===== config.mk =====
export PLATFORM = sky130hd
export DESIGN_NAME = residual_debinarize
export DESIGN_NICKNAME = d
export VERILOG_FILES = /design/src/rtl/residual_debinarize.sv
export SDC_FILE = /design/constraint.sdc
export NUM_CORES = 1
export LEC_CHECK = 0
export CAP_MARGIN = 20
export CORE_UTILIZATION = 45
export CTS_CLUSTER_DIAMETER = 120
export CTS_CLUSTER_SIZE = 24
export DETAILED_ROUTE_END_ITERATION = 16
export PLACE_DENSITY = 0.75
export SLEW_MARGIN = 10
export SYNTH_ARGS = -nofsm -noshare
export SYNTH_HDL_FRONTEND = slang
export SYNTH_SLANG_ARGS = --single-unit

===== constraint.sdc =====
create_clock -name clk -period 11.2 [get_ports clk]
set_clock_uncertainty 0.05 [all_clocks]
set_input_delay 3.36 -clock clk [delete_from_list [all_inputs] [get_ports clk]]
set_output_delay 3.36 -clock clk [all_outputs]
set_load 0.01 [all_outputs]

===== src/rtl/residual_debinarize.sv =====
// Sequential residual-code decoder: rebuilds sum_i(+/-gamma[i]) one level per cycle,
// then saturates the result to TWIDTH and holds it on a valid/ready output.
//
// state | meaning
// IDLE  | waiting for a code; in_ready high
// ACCUM | adding/subtracting one gamma per cycle
// DONE  | result presented, held until out_ready
module residual_debinarize #(
  parameter int TWIDTH    = 24,
  parameter int LEVELS    = 2,
  parameter int FRAC_BITS = 8
) (
  input  logic                     clk,
  input  logic                     rst,
  input  logic                     in_valid,
  output logic                     in_ready,
  input  logic [LEVELS-1:0]        in_bits,
  input  logic [TWIDTH*LEVELS-1:0] gamma,
  output logic                     out_valid,
  input  logic                     out_ready,
  output logic [TWIDTH-1:0]        out_value,
  output logic                     out_sat
);

  localparam int AW = TWIDTH + $clog2(LEVELS) + 1;
  localparam int LW = (LEVELS > 1) ? $clog2(LEVELS) : 1;
  localparam logic [LW-1:0] LAST = LW'(LEVELS - 1);
  localparam logic signed [AW-1:0] MAXV = {{(AW-TWIDTH+1){1'b0}}, {(TWIDTH-1){1'b1}}};
  localparam logic signed [AW-1:0] MINV = {{(AW-TWIDTH+1){1'b1}}, {(TWIDTH-1){1'b0}}};

  // FRAC_BITS only names the fixed-point format; reject nonsensical settings at elaboration.
  if (LEVELS < 1 || FRAC_BITS < 0 || FRAC_BITS >= TWIDTH) begin : g_bad_param
    $error("residual_debinarize: illegal LEVELS/FRAC_BITS setting");
  end

  typedef enum logic [1:0] {IDLE, ACCUM, DONE} state_t;

  state_t                    state, state_nxt;
  logic [LEVELS-1:0]         bits_reg;
  logic [TWIDTH*LEVELS-1:0]  gamma_reg;
  logic signed [AW-1:0]      acc, acc_nxt, term;
  logic [TWIDTH-1:0]         g_cur;
  logic [LW-1:0]             level;
  logic                      sat_hi, sat_lo;
  logic [TWIDTH-1:0]         clamp_value;

  assign in_ready = (state == IDLE);

  always_ff @(posedge clk) begin
    if (rst) state <= IDLE;
    else     state <= state_nxt;
  end

  always_comb begin
    state_nxt = state;
    case (state)
      IDLE:    if (in_valid) state_nxt = ACCUM;
      ACCUM:   if (level == LAST) state_nxt = DONE;
      DONE:    if (out_valid && out_ready) state_nxt = IDLE;
      default: state_nxt = IDLE;
    endcase
  end

  // Gammas are sign-extended into the wider accumulator, so partial sums never wrap.
  always_comb begin
    g_cur   = gamma_reg[int'(level)*TWIDTH +: TWIDTH];
    term    = {{(AW-TWIDTH){g_cur[TWIDTH-1]}}, g_cur};
    acc_nxt = bits_reg[level] ? (acc + term) : (acc - term);
  end

  always_comb begin
    sat_hi      = (acc > MAXV);
    sat_lo      = (acc < MINV);
    clamp_value = acc[TWIDTH-1:0];
    if (sat_hi)      clamp_value = {1'b0, {(TWIDTH-1){1'b1}}};
    else if (sat_lo) clamp_value = {1'b1, {(TWIDTH-1){1'b0}}};
  end

  always_ff @(posedge clk) begin
    if (rst) begin
      bits_reg  <= '0;
      gamma_reg <= '0;
      acc       <= '0;
      level     <= '0;
      out_valid <= 1'b0;
      out_value <= '0;
      out_sat   <= 1'b0;
    end else begin
      case (state)
        IDLE: begin
          if (in_valid) begin
            bits_reg  <= in_bits;
            gamma_reg <= gamma;
            acc       <= '0;
            level     <= '0;
          end
        end
        ACCUM: begin
          acc   <= acc_nxt;
          level <= level + LW'(1);
        end
        DONE: begin
          // First DONE cycle latches the clamped sum; output then stays put until taken.
          if (!out_valid) begin
            out_value <= clamp_value;
            out_sat   <= sat_hi | sat_lo;
            out_valid <= 1'b1;
          end else if (out_ready) begin
            out_valid <= 1'b0;
          end
        end
        default: ;
      endcase
    end
  end

endmodule


==> results.yml <==
outcome:
  status: "finished clean"
min_path:
  hold_depth: 2
  whs_endpoint: "out_value[5]$_SDFFE_PP0P_"
  min-delay-start: "out_value[5]$_SDFFE_PP0P_"
  min_path_type: "flip-flop to flip-flop"
worst_setup_path:
  cp_slowest_stage_delay_ns: 0.54
  reg2reg_to: "acc[25]$_SDFFE_PP0P_"
  reg2reg_depth: 14
  cp.required_ns: 11.38
  regToRegSetupSlack_ns: 6.60
  r2r-start: "level$_SDFFE_PP0P_"
  path_cells: "clkdlybuf4s50_1 > and2_1 > buf_4 > nor3_1 > buf_4 > a22oi_1 > nand2_1"
  critPathSlowestCell: "clkdlybuf4s50_1"
  cpMostUsedCell: "buf_4"
  criticalPathCategory: "primary input to flip-flop"
  end_kind: "flip-flop"
  critPathMaxFanout: 41
  cp.arrival_ns: 5.41
  worstSetupStartpointType: "primary input"
clock_tree:
  htree_levels: 3
  cts_hold_buf: 0
  clockRootBuffer: "clkbuf_16"
  post_cts_buffers: 0
  clkSlewWorstSetupHoldPaths_ns: 0.07
  cts_buffers: 9
  cts_tree: "yes"
  clkLatencyLatePin_ns: 0.35
  cts_buffer_depth: 2
  cts_resized: 0
  cts.sinks: 105
synthesis:
  ys.flop_type: "dfxtp_1"
  async_flop_share_pct: 0
  synth_top_cells_by_area: "dfxtp_1, nand2_1, a21oi_1"
  syn_area_um2: 6010
  synth_xor_area_share_pct: 6.27
  synth_edf_count: 0
  syn_nets: 848
  synth.most_common_cell: "nand2_1"
  syn_avg_cell_area_um2: 7.83
  synth.distinct_cells: 66
  syn-instance-count: 767
  synthMuxAreaShare_pct: 5.44
  synth-compound-area-share_pct: 23.7
  synth_top_family_by_area: "compound AO/OA/AOI/OAI gates"
  yosysSeqAreaShare_pct: 35.0
  yosys_warnings: 0
  synth-simple-area-share_pct: 19.9
  synth_fa_ha_area_share_pct: 5.75
  ys_top_cells_by_count: "nand2_1, a21oi_1, dfxtp_1, clkbuf_1"
  yosys.area.top_type: "dfxtp_1"
  yosys_register_bits: 105
  yosysTopAreaCellShare_pct: 35.0
routing:
  drt_first_iter_violations: 300
  num_vias: 5396
  post_drt_wl_per_cell_um: 14.1
  first_pass_iters: 4
  antenna_left: 0
  drt_wl_total_um: 14000
  drc_errors: 0
  viasPerCell: 5.42
place:
  post-dp-hpwl_um: 9810
  port_buffers: 80
  gp_congestion: 0.891
timing:
  period_needed_ns: 5.23
  hold_violations: 0
  finalCritPeriodShare_pct: 46.7
  tns_ns: 0
  rsz0062_at_grt: "no"
  drv_slew: 0
  maxSlewHeadroom_pct: 31.5
  max_freq_mhz: 191
  worst_pin_slew_ns: 0.999
  setup_viol: 0
cells_and_area:
  largest_reg_flops: 48
  drive_above_1_share_pct: 5.59
  final_net_count: 899
  area_delta_synth_final_pct: 20.0
  fill_cells: 1285
  n_antenna_cell: 0
  multiInputGateArea_um2: 3670
  regArea_um2: 2100
power_and_ir_drop:
  p_leak_nw: 2.70
  power_density_nw_per_um2: 192
  power.share.combinational_pct: 43.4
  clockPowerShare_pct: 23.9
  pwr-share-seq_pct: 32.7
  p_int_mw: 0.857
  power_mw: 1.39
  p_switching_mw: 0.529
  power.share.switching_pct: 38.2
  vdd_ir_drop_max_mv: 0.0822
global_route:
  overflow: 0
  first_global_vias: 4991
  grt_max_degree: 96
  grt_pass1_wl_um: 24000
  grt.total_usage_pct: 20.8
  antenna_found_initial: 0
floorplanning:
  start_util_pct: 46.8
  coreArea_um2: 12800
  die_w_um: 118
  fp-row-count: 41
  num_io_pins: 81
  fp.dieH_um: 118
  dieArea_um2: 13800
flow_run:
  maxCapViolations: 0
## power by group through the flow
stage	clock network, mW	logic, mW	registers (mW)
after global placement	0	0.586	0.458
after detailed placement	0	0.590	0.459
after CTS	0.337	0.595	0.451
after global routing	0.351	0.679	0.458
final	0.331	0.602	0.452
after floorplan	0	0.479	0.445
## per-stage QoR
stage	std cells	area (um2)	hold WS [ns]	setup WS, ns	util, %
after floorplan	767	6010	0.386	6.61	-
after global placement	978	6870	0.388	5.70	53.6
after detailed placement	978	6870	0.394	5.66	53.6
after CTS	994	7180	0.403	6.03	56.0
after global routing	995	7200	0.424	5.83	56.2
final	995	7200	0.400	5.97	56.2
## placed cells by master (no fill, tap or decap), types with 3 or more instances in the layout
| master | synthesis | routed |
|---|---|---|
| nand3_1 | 18 | 18 |
| inv_6 | 0 | 4 |
| nand2_1 | 155 | 154 |
| a21oi_1 | 116 | 116 |
| o211ai_1 | 5 | 5 |
| a211oi_1 | 4 | 4 |
| a31oi_1 | 8 | 8 |
| nand4_1 | 3 | 3 |
| dfxtp_1 | 105 | 104 |
| inv_1 | 11 | 11 |
| nand2b_1 | 3 | 3 |
| and3_1 | 3 | 3 |
| nor2b_1 | 6 | 6 |
| a21o_1 | 13 | 13 |
| o21ai_1 | 6 | 6 |
| a22o_1 | 11 | 11 |
| clkdlybuf4s50_1 | 0 | 79 |
| mux2i_1 | 27 | 27 |
| xnor2_1 | 23 | 23 |
| or3_1 | 4 | 4 |
| ha_1 | 26 | 26 |
| o21a_1 | 3 | 3 |
| clkbuf_16 | 0 | 9 |
| nor3_1 | 21 | 21 |
| mux2_2 | 3 | 3 |
| o21ai_0 | 36 | 36 |
| a21boi_0 | 4 | 4 |
| nor2_1 | 36 | 35 |
| buf_4 | 0 | 6 |
| xor2_1 | 20 | 20 |
| o31ai_1 | 6 | 6 |
## critical path: cells and delay by family
family	cells	cell delay [ns]
AO/OA/AOI/OAI	1	0.19
buffers and inverters	3	1.24
AND/OR/NAND/NOR	3	0.60
## layout make-up
cell class,count,share of cell area [%]
Clock buffer,10,3.32
Inverter,11,0.573
Timing Repair Buffer,87,11.9
Sequential cell,105,29.2
Multi-Input combinational cell,604,51.0
Clock inverter,6,0.973
Tap cell,172,2.99
## kinds of logic after synthesis
family	count (synthesis)
buffers and inverters	58
DFF	105
muxes	31
and+or+nand+nor	269
adders and majority gates	27
AOI/OAI and AO/OA	234
xor gates and xnor gates	43
## metal layers
layer	global-route usage [%]	part of all wire, %	wire length [um]	vias up
met3	3.20	6.1	850	18
li1	-	-	-	2809
met4	6.17	1.3	182	0
met2	30.1	41	5720	169
met5	0	0	0	-
met1	31.6	52	7260	2400
## worst max-delay path by stage
stage               depth (start not counted)  slack (ns)      from                   end
finish                                      7        5.97  in_valid  acc[23]$_SDFFE_PP0P_
detailed placement                          7        5.66  in_valid  acc[23]$_SDFFE_PP0P_
CTS                                         7        6.03  in_valid  acc[23]$_SDFFE_PP0P_
global placement                            7        5.70  in_valid  acc[23]$_SDFFE_PP0P_
global route                                7        5.83  in_valid  acc[23]$_SDFFE_PP0P_
floorplan                                   6        6.61  in_valid  acc[23]$_SDFFE_PP0P_
Note: power is estimated with default switching activity, not from simulation.
